## src/rtl/trng_pkg.sv

```systemverilog
// rtl/trng_pkg.sv - shared types and the round-robin search helper for the TRNG byte arbiter
package trng_pkg;

  localparam int MAX_REQ = 8;

  typedef enum logic [1:0] {WARMUP, IDLE, SERVE} arb_state_t;

  typedef struct packed {
    logic       found;
    logic [2:0] idx;
  } rr_sel_t;

  // First set bit of req_mask searching upward from ptr+1, wrapping at n.
  function automatic rr_sel_t rr_next(input logic [MAX_REQ-1:0] req_mask,
                                      input logic [2:0] ptr, input int n);
    rr_sel_t r;
    int      j;
    r = '0;
    for (int k = 1; k <= MAX_REQ; k++) begin
      j = (int'(ptr) + k) % n;
      if (k <= n && !r.found && req_mask[3'(j)]) begin
        r.found = 1'b1;
        r.idx   = 3'(j);
      end
    end
    return r;
  endfunction

endpackage

```

## src/rtl/rr_arbiter.sv

```systemverilog
// rtl/rr_arbiter.sv - combinational round-robin picker over N request lines
module rr_arbiter
  import trng_pkg::*;
#(
  parameter int N = 4
) (
  input  logic [N-1:0] req_mask,
  input  logic [2:0]   ptr,
  output logic         found,
  output logic [2:0]   idx
);

  logic [MAX_REQ-1:0] mask_full;
  rr_sel_t            pick;

  always_comb begin
    mask_full         = '0;
    mask_full[N-1:0]  = req_mask;
    pick              = rr_next(mask_full, ptr, N);
  end

  assign found = pick.found;
  assign idx   = pick.idx;

endmodule

```

## src/rtl/trng_byte_arbiter.sv

```systemverilog
// rtl/trng_byte_arbiter.sv - round-robin sharing of the TRNG byte stream with warm-up discard and timeout
module trng_byte_arbiter
  import trng_pkg::*;
#(
  parameter int NUM_REQ      = 4,
  parameter int LEN_W        = 4,
  parameter int WARMUP_BYTES = 16,
  parameter int TIMEOUT_CYC  = 4096
) (
  input  logic                     clk,
  input  logic                     rst,
  input  logic [NUM_REQ-1:0]       req,
  input  logic [NUM_REQ*LEN_W-1:0] req_len,
  output logic                     collector_enable,
  input  logic                     byte_ready,
  input  logic [7:0]               rand_byte,
  output logic [NUM_REQ-1:0]       grant,
  output logic                     out_valid,
  output logic [7:0]               out_byte,
  output logic                     out_last,
  output logic [NUM_REQ-1:0]       done,
  output logic                     timeout_err,
  output logic                     busy
);

  localparam int WC_W = $clog2(WARMUP_BYTES + 2);
  localparam int TO_W = $clog2(TIMEOUT_CYC + 1);
  localparam logic [2:0] RR_RST = 3'(NUM_REQ - 1);

  arb_state_t         state_q, state_d;
  logic [WC_W-1:0]    warm_cnt_q, warm_cnt_d;
  logic [TO_W-1:0]    to_cnt_q, to_cnt_d;
  logic [LEN_W-1:0]   len_rem_q, len_rem_d;
  logic [2:0]         sel_q, sel_d;
  logic [2:0]         rr_ptr_q, rr_ptr_d;
  logic [NUM_REQ-1:0] grant_q, grant_d;
  logic               out_valid_q, out_valid_d;
  logic [7:0]         out_byte_q, out_byte_d;
  logic               out_last_q, out_last_d;
  logic [NUM_REQ-1:0] done_q, done_d;
  logic               timeout_err_q, timeout_err_d;
  logic               active_q, active_d;

  logic [NUM_REQ-1:0] elig;
  logic               arb_found;
  logic [2:0]         arb_idx;
  logic [LEN_W-1:0]   len_pick;
  logic [MAX_REQ-1:0] req_full;

  always_comb begin
    elig = '0;
    for (int i = 0; i < NUM_REQ; i++) begin
      elig[i] = req[i] && (req_len[i*LEN_W +: LEN_W] != '0);
    end
  end

  rr_arbiter #(.N(NUM_REQ)) u_rr (
    .req_mask (elig),
    .ptr      (rr_ptr_q),
    .found    (arb_found),
    .idx      (arb_idx)
  );

  always_comb begin
    state_d       = state_q;
    warm_cnt_d    = warm_cnt_q;
    to_cnt_d      = to_cnt_q;
    len_rem_d     = len_rem_q;
    sel_d         = sel_q;
    rr_ptr_d      = rr_ptr_q;
    grant_d       = grant_q;
    out_byte_d    = out_byte_q;
    out_valid_d   = 1'b0;
    out_last_d    = 1'b0;
    done_d        = '0;
    timeout_err_d = 1'b0;
    len_pick      = '0;
    req_full      = '0;
    req_full[NUM_REQ-1:0] = req;
    for (int i = 0; i < NUM_REQ; i++) begin
      if (3'(i) == arb_idx) len_pick = req_len[i*LEN_W +: LEN_W];
    end

    case (state_q)
      WARMUP: begin
        if (byte_ready) warm_cnt_d = warm_cnt_q + WC_W'(1);
        if (WARMUP_BYTES == 0 ||
            (byte_ready && warm_cnt_q == WC_W'(WARMUP_BYTES - 1))) begin
          state_d = IDLE;
        end
      end
      IDLE: begin
        // Stragglers from the collector are dropped here by simply ignoring byte_ready.
        if (arb_found) begin
          state_d   = SERVE;
          sel_d     = arb_idx;
          rr_ptr_d  = arb_idx;
          len_rem_d = len_pick;
          to_cnt_d  = '0;
          for (int i = 0; i < NUM_REQ; i++) grant_d[i] = (3'(i) == arb_idx);
        end
      end
      SERVE: begin
        // Priority: requester drop, then byte delivery, then timeout.
        if (!req_full[sel_q]) begin
          grant_d = '0;
          state_d = IDLE;
        end else if (byte_ready) begin
          out_valid_d = 1'b1;
          out_byte_d  = rand_byte;
          len_rem_d   = len_rem_q - LEN_W'(1);
          to_cnt_d    = '0;
          if (len_rem_q == LEN_W'(1)) begin
            out_last_d = 1'b1;
            for (int i = 0; i < NUM_REQ; i++) done_d[i] = (3'(i) == sel_q);
            grant_d = '0;
            state_d = IDLE;
          end
        end else if (to_cnt_q == TO_W'(TIMEOUT_CYC - 1)) begin
          timeout_err_d = 1'b1;
          grant_d       = '0;
          state_d       = IDLE;
        end else begin
          to_cnt_d = to_cnt_q + TO_W'(1);
        end
      end
      default: state_d = IDLE;
    endcase

    active_d = (state_d != IDLE);
  end

  always_ff @(posedge clk) begin
    if (rst) begin
      state_q       <= WARMUP;
      warm_cnt_q    <= '0;
      to_cnt_q      <= '0;
      len_rem_q     <= '0;
      sel_q         <= '0;
      rr_ptr_q      <= RR_RST;
      grant_q       <= '0;
      out_valid_q   <= 1'b0;
      out_byte_q    <= '0;
      out_last_q    <= 1'b0;
      done_q        <= '0;
      timeout_err_q <= 1'b0;
      active_q      <= 1'b0;
    end else begin
      state_q       <= state_d;
      warm_cnt_q    <= warm_cnt_d;
      to_cnt_q      <= to_cnt_d;
      len_rem_q     <= len_rem_d;
      sel_q         <= sel_d;
      rr_ptr_q      <= rr_ptr_d;
      grant_q       <= grant_d;
      out_valid_q   <= out_valid_d;
      out_byte_q    <= out_byte_d;
      out_last_q    <= out_last_d;
      done_q        <= done_d;
      timeout_err_q <= timeout_err_d;
      active_q      <= active_d;
    end
  end

  assign collector_enable = active_q;
  assign busy             = active_q;
  assign grant            = grant_q;
  assign out_valid        = out_valid_q;
  assign out_byte         = out_byte_q;
  assign out_last         = out_last_q;
  assign done             = done_q;
  assign timeout_err      = timeout_err_q;

endmodule

```

## config.mk

```make
export PLATFORM = sky130hd
export DESIGN_NAME = trng_byte_arbiter
export DESIGN_NICKNAME = d
export VERILOG_FILES = /design/src/rtl/trng_pkg.sv /design/src/rtl/rr_arbiter.sv /design/src/rtl/trng_byte_arbiter.sv
export SDC_FILE = /design/constraint.sdc
export NUM_CORES = 1
export LEC_CHECK = 0
export ABC_AREA = 0
export BUFFER_PORTS_ARGS = -buffer_cell sky130_fd_sc_hd__buf_2
export CAP_MARGIN = 20
export CELL_PAD_IN_SITES_DETAIL_PLACEMENT = 2
export CELL_PAD_IN_SITES_GLOBAL_PLACEMENT = 2
export CORE_MARGIN = 2
export CORE_UTILIZATION = 35
export DETAILED_ROUTE_END_ITERATION = 10
export GPL_ROUTABILITY_DRIVEN = 0
export GPL_TIMING_DRIVEN = 0
export HOLD_SLACK_MARGIN = 0.03
export PLACE_DENSITY_LB_ADDON = 0.1
export SYNTH_ARGS = -nofsm -noshare
export SYNTH_HDL_FRONTEND = slang
export SYNTH_SLANG_ARGS = --single-unit
```

## constraint.sdc

```tcl
create_clock -name clk -period 3.16 [get_ports clk]
set_clock_uncertainty 0.15 [all_clocks]
set_input_delay 0.158 -clock clk [delete_from_list [all_inputs] [get_ports clk]]
set_output_delay 0.158 -clock clk [all_outputs]
set_load 0.02 [all_outputs]
```

==> results.yml, run 1 <==
detailed_routing:
  drt-initial-drc-count: 49
  vias: 2338
  postRouteAntennaNets: 0
  dr.pass1.iters: 4
  vias_per_cell: 5.29
  avgRoutedWirePerCell_um: 17.0
  drc_errors: 0
  routed_wl_mm: 7.50
power:
  irDropWorstVdd_mv: 0.215
  p_leak_nw: 1.21
  power_frac_seq: 0.548
  sw_frac_of_total: 0.253
  netSwitchingPower_w: 0.000282
  p_int_w: 0.000835
  comb_power_share: 0.104
  clkPwrFrac: 0.348
  powerDensity_nw_per_um2: 371
sta:
  worst_slew_pin_slew_ps: 936
  finalCriticalPeriod_ps: 2470
  slew_headroom: 0.374
  maxClockFrequency_ghz: 0.405
  whs_ps: 78.1
  setup_violations: 0
  maxSlewViolCount: 0
  rsz0062_at_grt: "no"
  setup_tns_ps: 0
  min_period_over_period: 0.782
  final_hold_viol_count: 0
finish:
  drive_gt1_frac: 0.231
  design_area_sq_um: 3010
  final-instance-count-excl-fill: 442
  synthToLayoutAreaGrowth_pct: 22.3
  diodes: 0
  fill_cells: 785
  final_nets: 381
critical_path:
  end_kind: "flop"
  arrival_ps: 2560
  crit_chain: "buf_2 > mux2i_1 > o32a_1 > a21boi_2 > nand2b_1 > buf_2 > nor2_1"
  crit_slowest_cell: "mux2i_1"
  cp_common_cell: "buf_2"
  worstSetupStartpointType: "flop"
  reg2reg_to: "to_cnt_q[2]"
  reg2reg_depth: 7
  r2r-start: "sel_q[0]"
  crit_type: "flop to flop"
  worstPathRequired_ps: 3250
  critPathMaxStageDelay_ps: 570
  path_max_fanout: 10
  reg2reg_slack_ps: 690
hold_path:
  hold_class: "input port to flop"
  min_from: "rst"
  holdPathEnd: "out_last"
  hold_path_depth: 3
clock_network:
  clk_pin_slew_ps: 90
  cts_tree: "built"
  clock_path_buffers: 2
  htree_levels: 2
  cts_setup_buffers: 0
  cts_buffers: 5
  cts_sinks: 48
  clock-root-buffer: "clkbuf_8"
  clock_latency_ps: 300
  ctsResizeCount: 0
outcome:
  outcome: "finished clean"
yosys:
  seq_area_frac_synth: 0.390
  synthesis.nets: 315
  yosys.cell_types.count: 53
  avgSynthCellArea_sq_um: 8.83
  synth-main-ff-cell: "dfxtp_1"
  synth-edff-count: 0
  netlist_area_sq_um: 2460
  synthCells: 279
  synth_seq_cells: 48
  ys_warn_count: 0
  synthArstFlopShare: 0
place:
  dpl_cell_area_sq_um: 2840
  placed_cells: 426
  io_buffers: 51
  dpl.hpwl_mm: 5.74
global_routing:
  grt_usage: 0.205
  grt_max_degree: 15
  grt-ovfl-total: 0
  grt_pass1_wl_mm: 12.3
  antenna_found_initial: 0
  grt_pass1_vias: 2485
run:
  drv_cap: 0
floorplanning:
  start_util: 0.363
  die_w_um: 87.9
  die_y_um: 87.9
  rows: 30
  ios: 52
  core_sq_um: 6790
  die_area_sq_um: 7730
power by group through the flow:
stage / Sequential (W) / Clock, W / Combinational (W)
after floorplan: 0.000626 / 0 / 0.0000552
after global placement: 0.000626 / 0 / 0.000106
after detailed placement: 0.000626 / 0 / 0.000109
after CTS: 0.000612 / 0.000403 / 0.000117
after global routing: 0.000613 / 0.000434 / 0.000129
final: 0.000612 / 0.000389 / 0.000117
Yosys cell counts (all sizes together), types with 6 or more instances:
master / instances / area share
dfxtp: 48 / 0.39
or2: 6 / 0.015
a21oi: 15 / 0.030
nor3: 7 / 0.014
inv: 10 / 0.015
nand2: 16 / 0.024
mux2i: 13 / 0.053
xnor2: 12 / 0.043
buf: 6 / 0.016
nor2: 47 / 0.072
layout make-up:
| type | instances | area [sq um] | area share |
|---|---|---|---|
| Tap cell | 96 | 120 | 0.0399 |
| Clock inverter | 1 | 7.51 | 0.00249 |
| Clock buffer | 7 | 86.3 | 0.0286 |
| Multi-Input combinational cell | 210 | 1410 | 0.467 |
| Timing Repair Buffer | 59 | 335 | 0.111 |
| Sequential cell | 48 | 961 | 0.319 |
| Buffer | 11 | 57.6 | 0.0191 |
| Inverter | 10 | 37.5 | 0.0125 |
worst max-delay path: cells and delay by family (launching register included):
kind,cells,cell delay (ps)
buf+inv,2,440
compound gates,2,610
flops,1,310
mux,1,570
simple gates,2,330
how the worst max path moves through the flow:
stage	start	end	slack [ps]
6_report	sel_q[0]	to_cnt_q[2]	690
4_1_cts	sel_q[0]	to_cnt_q[2]	670
3_5_place_dp	sel_q[0]	to_cnt_q[5]	700
3_3_place_gp	sel_q[0]	to_cnt_q[6]	700
5_1_grt	sel_q[0]	to_cnt_q[5]	470
2_1_floorplan	state_q[1]	to_cnt_q[10]	1160
state kept, by name (all words and copies together), names as in the netlist:
| register | cells |
|---|---|
| to_cnt_q | 13 |
| out_byte | 8 |
| warm_cnt_q | 5 |
| done | 4 |
| grant | 4 |
| len_rem_q | 4 |
| rr_ptr_q | 2 |
| sel_q | 2 |
| state_q | 2 |
| busy | 1 |
| out_last | 1 |
| out_valid | 1 |
| timeout_err | 1 |
per-layer routing:
metal / global-route usage / wire, um / share of wire
met5: 0 / 0 / 0
met4: 0.0503 / 60 / 0.0080
met3: 0.0415 / 309 / 0.041
met2: 0.355 / 3650 / 0.49
met1: 0.262 / 3480 / 0.46
kinds of logic after synthesis:
kind of cell             after synthesis  share of synthesized area
AO/OA/AOI/OAI                         64                      0.215
XOR/XNOR                              15                     0.0533
adder cells (fa/ha/maj)                5                     0.0254
buffers and inverters                 21                     0.0386
flip-flops                            48                      0.390
multiplexers                          13                     0.0528
AND/OR/NAND/NOR                      113                      0.225
layout by cell type (no fill, tap or decap), types with 2 or more instances in the layout:
cell type / instances
nand2b_1: 4
mux2i_1: 13
inv_1: 10
nor2_1: 47
xnor2_1: 12
clkbuf_8: 6
nand2_1: 16
and3_1: 3
nand3_1: 5
o41ai_2: 2
clkbuf_1: 6
ha_1: 5
o32a_1: 3
o41ai_4: 2
dfxtp_1: 48
nand4_1: 4
o221ai_1: 2
dlygate4sd3_1: 8
and2_1: 3
o21ai_0: 5
o211ai_1: 4
nor4_1: 5
a211oi_1: 4
or3_1: 3
a22oi_1: 3
nor3b_1: 2
xor2_1: 3
o41a_1: 2
a31oi_1: 4
nand4bb_1: 2
buf_2: 55
a21oi_1: 15
a21boi_0: 3
o22ai_1: 2
or4_1: 2
nor3_1: 7
a2bb2oi_1: 2
or2_2: 6
metrics by stage:
step	worst slack (ps)	power, W	utilization
CTS	667	0.00113	0.444
floorplan	1160	0.000682	-
global route	472	0.00118	0.444
global placement	705	0.000732	0.418
detailed placement	698	0.000736	0.418
finish	689	0.00112	0.444
timing repair:
action | CTS | global route
hold buffers | 8 | 0
hold endpoints to repair | 8 | 0
endpoints found under the setup margin | 0 | 0
(Power assumes the default switching activity.)
==> run 2, diff against run 1 <==
CORE_UTILIZATION = 29   (was 35)
clock period = 2.15 ns   (was 3.16 ns; I/O delays follow)
==> run 2 against run 1 <==
Core utilization shrank 5.1 points; final cell count is 2.7% higher; die area up 20%; routed wire length rose by 3.4%; maximum frequency rose by 16%; total power is 65% higher; non-clock buffer count grew 4; count of clock-buffer cells in the layout down 2; sequential share of layout area down 1.6 points; register-to-register slack lost 660 ps; sequential power grew 47%; sequential cell count unchanged.
==> results.yml, run 2 (synthesized netlist as in run 1, its figures left out) <==
critical_path:
  arrival_ps: 2210
  reg2reg_slack_ps: 30
  r2r-start: "state_q[1]"
  end_kind: "flop"
  worstPathRequired_ps: 2240
  reg2reg_depth: 6
  crit_type: "flop to flop"
  worstSetupStartpointType: "flop"
  reg2reg_to: "to_cnt_q[10]"
  path_max_fanout: 7
global_routing:
  grt_usage: 0.176
  grt_pass1_vias: 2435
  grt-ovfl-total: 0
  grt_pass1_wl_mm: 12.5
  grt_max_degree: 15
  antenna_found_initial: 0
finish:
  largest_reg_flops: 13
  final_nets: 385
  synthToLayoutAreaGrowth_pct: 30.8
  top_register: "to_cnt_q"
  final_common_cell: "buf_2"
  drive_gt1_frac: 0.321
  fin_util: 0.392
  design_area_sq_um: 3220
  fill_cells: 962
  diodes: 0
  layout_common_cells: "buf_2, nor2_1, dfxtp_1, nand2_1, a21oi_1"
detailed_routing:
  drc_errors: 0
  postRouteAntennaNets: 0
  dr.pass1.iters: 4
  vias_per_cell: 5.13
  avgRoutedWirePerCell_um: 17.1
  vias: 2330
  drt-initial-drc-count: 29
  routed_wl_mm: 7.76
place:
  dpl_cell_area_sq_um: 2850
  io_buffers: 51
  dpl.hpwl_mm: 5.88
power:
  netSwitchingPower_w: 0.000420
  power_frac_seq: 0.486
  irDropWorstVdd_mv: 0.232
  clkPwrFrac: 0.414
  sw_frac_of_total: 0.227
  p_int_w: 0.00143
  powerDensity_nw_per_um2: 573
  p_leak_nw: 1.30
  comb_power_share: 0.100
clock_network:
  clock_latency_ps: 300
  cts_sinks: 48
  cts_tree: "built"
  clk_pin_slew_ps: 90
  htree_levels: 2
  cts_buffers: 5
  clock_path_buffers: 2
  clock-root-buffer: "clkbuf_8"
sta:
  maxSlewViolCount: 0
  setup_violations: 0
  final_hold_viol_count: 0
  min_period_over_period: 0.988
  maxClockFrequency_ghz: 0.471
  slew_headroom: 0.605
  rsz0062_at_grt: "yes"
  worst_slew_pin_slew_ps: 591
  finalCriticalPeriod_ps: 2120
floorplanning:
  start_util: 0.300
  die_area_sq_um: 9250
  die_y_um: 96.2
  die_w_um: 96.2
  ios: 52
  rows: 33
  core_sq_um: 8220
hold_path:
  holdPathEnd: "len_rem_q[3]"
  min_from: "req_len[15]"
  hold_path_depth: 3
  hold_class: "input port to flop"
outcome:
  outcome: "finished clean"
run:
  drv_cap: 0
## run 2: worst max path at each step
stage	startpoint	endpoint
after CTS	to_cnt_q[5]	to_cnt_q[5]
after floorplan	state_q[1]	to_cnt_q[10]
after global routing	to_cnt_q[3]	to_cnt_q[5]
after global placement	sel_q[0]	to_cnt_q[6]
after detailed placement	sel_q[0]	to_cnt_q[5]
final	state_q[1]	to_cnt_q[10]
## run 2: routing by layer
layer	wire length, um	vias to the layer above	track usage
met2	3720	34	0.299
met3	203	7	0.0266
met4	79	0	0.0429
li1	-	1141	-
met1	3750	1148	0.232
met5	0	-	0
## run 2: final cells by class
| type | count | area (sq um) | share of cell area |
|---|---|---|---|
| Timing Repair Buffer | 66 | 388 | 0.120 |
| Tap cell | 105 | 131 | 0.0408 |
| Clock inverter | 2 | 60.1 | 0.0186 |
| Multi-Input combinational cell | 210 | 1520 | 0.470 |
| Sequential cell | 48 | 975 | 0.302 |
| Clock buffer | 5 | 68.8 | 0.0214 |
| Inverter | 10 | 37.5 | 0.0116 |
| Buffer | 8 | 47.5 | 0.0148 |
## run 2: power groups by stage
stage	Clock [W]	Sequential, W	Combinational, W
floorplan	0	0.000921	0.0000812
CTS	0.000798	0.000899	0.000184
finish	0.000764	0.000898	0.000185
detailed placement	0	0.000921	0.000166
global placement	0	0.000920	0.000162
global route	0.000832	0.000900	0.000205
## run 2: per-stage QoR
step / total power, W / hold slack (ps) / TNS, ps / setup slack, ps / instances
after CTS: 0.00188 / 43.2 / -32.4 / -21.7 / 452
after global placement: 0.00108 / 188 / -4650 / -273 / 435
after detailed placement: 0.00109 / 202 / -5630 / -352 / 435
after floorplan: 0.00100 / 101 / 0 / 150 / 279
after global routing: 0.00194 / 42.8 / -1050 / -116 / 454
final: 0.00185 / 61.8 / 0 / 26.2 / 454
## run 2: repair_timing
action,4_1_cts,5_1_grt
gates resized for setup,9,26
setup endpoints to repair,30,31
pin swaps,1,7
endpoints found under the hold margin,8,0
setup buffers,3,4
hold buffers,8,0
## run 2: critical path, stage by stage (launching register included)
cell and delay [ps]:
dfxtp_4 400, or3b_4 420, o22ai_4 170, a22oi_2 110
or2_2 340, or3_1 320, a21oi_1 150
==> run 3, diff against run 2 <==
CORE_UTILIZATION = 32   (was 29)
clock period = 2.3 ns   (was 2.15 ns; I/O delays follow)
==> run 3 against run 2 <==
Sequential share of layout area up 0.97 points; combinational power is 10% lower; hold slack improved by 3.5 ps; cell area fell by 4.2%; total power decreased by 12%; critical path type unchanged.
==> results.yml, run 3 (synthesized netlist as in run 1, its figures left out) <==
outcome:
  outcome: "finished clean"
finish:
  largest_reg_flops: 13
  drive_gt1_frac: 0.254
  top_register: "to_cnt_q"
  fin_util: 0.406
  layout_common_cells: "buf_2, nor2_1, dfxtp_1, nand2_1, a21oi_1"
  fill_cells: 909
  diodes: 0
  final_nets: 381
  final-instance-count-excl-fill: 448
  synthToLayoutAreaGrowth_pct: 25.2
  final_common_cell: "buf_2"
clock_network:
  clock_latency_ps: 300
  cts_tree: "built"
  clk_pin_slew_ps: 90
  cts_buffers: 5
  htree_levels: 2
  clock-root-buffer: "clkbuf_8"
  clock_path_buffers: 2
  cts_sinks: 48
sta:
  finalCriticalPeriod_ps: 2180
  worst_slack_ps: 117
  maxSlewViolCount: 0
  worst_slew_pin_slew_ps: 914
  slew_headroom: 0.389
  maxClockFrequency_ghz: 0.458
  setup_violations: 0
  min_period_over_period: 0.949
  whs_ps: 65.3
  final_hold_viol_count: 0
floorplanning:
  die_area_sq_um: 8420
  die_y_um: 91.8
  ios: 52
  start_util: 0.324
  die_w_um: 91.8
  rows: 32
  core_sq_um: 7610
global_routing:
  grt_pass1_wl_mm: 12.5
  grt_max_degree: 16
  grt_usage: 0.185
  grt_pass1_vias: 2486
  antenna_found_initial: 0
  grt-ovfl-total: 0
power:
  irDropWorstVdd_mv: 0.269
  p_leak_nw: 1.24
  powerDensity_nw_per_um2: 528
  total_power_w: 0.00163
run:
  drv_cap: 0
critical_path:
  path_max_fanout: 7
  worstPathRequired_ps: 2390
  worstSetupStartpointType: "flop"
  end_kind: "flop"
  reg2reg_slack_ps: 120
  crit_type: "flop to flop"
  arrival_ps: 2270
detailed_routing:
  vias_per_cell: 5.22
  avgRoutedWirePerCell_um: 16.9
  vias: 2338
  postRouteAntennaNets: 0
  drc_errors: 0
  dr.pass1.iters: 4
  routed_wl_mm: 7.56
  drt-initial-drc-count: 62
place:
  io_buffers: 51
  placed_cells: 432
  dpl.hpwl_mm: 5.77
  dp_worst_setup_slack_ps: -81.0
hold_path:
  hold_class: "input port to flop"
[run 3: cell types whose count changed in the layout (fill, tap and decap cells not counted), moves of 2 or more]
| cell | before | now |
|---|---|---|
| dfxtp_2 | 8 | 2 |
| nor2_2 | 2 | 0 |
| nor2_1 | 45 | 47 |
| buf_4 | 8 | 2 |
| dfxtp_1 | 39 | 46 |
[run 3: routing by layer]
metal	vias up	wire length [um]	GRT usage
li1	1148	-	-
met1	1144	3290	0.215
met2	40	3930	0.348
met3	6	240	0.0312
met4	0	106	0.0522
met5	-	0	0
[run 3: worst max-delay path, cell delays in order (launching register included)]
cell and delay (ps):
dfxtp_2 430, or3b_1 430, o22ai_2 210, a22oi_2 120, or2_2 330, or3_1 310
a21oi_1 140
[run 3: area by class of cell]
type	count	area, sq um	area share
well taps	102	128	0.0413
clock buffers	5	68.8	0.0223
plain buffers	10	56.3	0.0182
inverters	10	37.5	0.0122
clock inverters	3	42.5	0.0138
multi-input cells	210	1450	0.469
flip-flops and latches	48	963	0.312
repair buffers	60	343	0.111
[run 3: path summary, 6_finish.rpt]
| path | start | endpoint | cells after the start |
|---|---|---|---|
| setup reg to reg | state_q[1] | to_cnt_q[10] | 6 |
| hold / removal | rst | out_last | 3 |
| setup / recovery | state_q[1] | to_cnt_q[10] | 6 |
| hold reg to reg | grant[3] | grant[3] | 2 |
[run 3: where the power goes]
| part | internal (W) | total (W) | switching (W) |
|---|---|---|---|
| clock network | 0.000322 | 0.000624 | 0.000302 |
| logic | 0.0000685 | 0.000166 | 0.0000974 |
| registers | 0.000836 | 0.000841 | 0.00000450 |
| total | 0.00123 | 0.00163 | 0.000403 |
[run 3: timing repair]
item                                   4_1_cts  5_1_grt
hold buffers                                 8        0
buffers inserted                             0        1
setup endpoints to repair                   11       21
pin swaps                                    0        2
endpoints found under the hold margin        8        0
gates resized for setup                      6        4
[run 3: metrics by stage]
step / instance area [sq um] / setup TNS (ps)
after floorplan: 2460 / 0
after global placement: 2850 / -780
after detailed placement: 2850 / -701
after CTS: 3070 / 0
after global routing: 3090 / -5.07
final: 3090 / 0
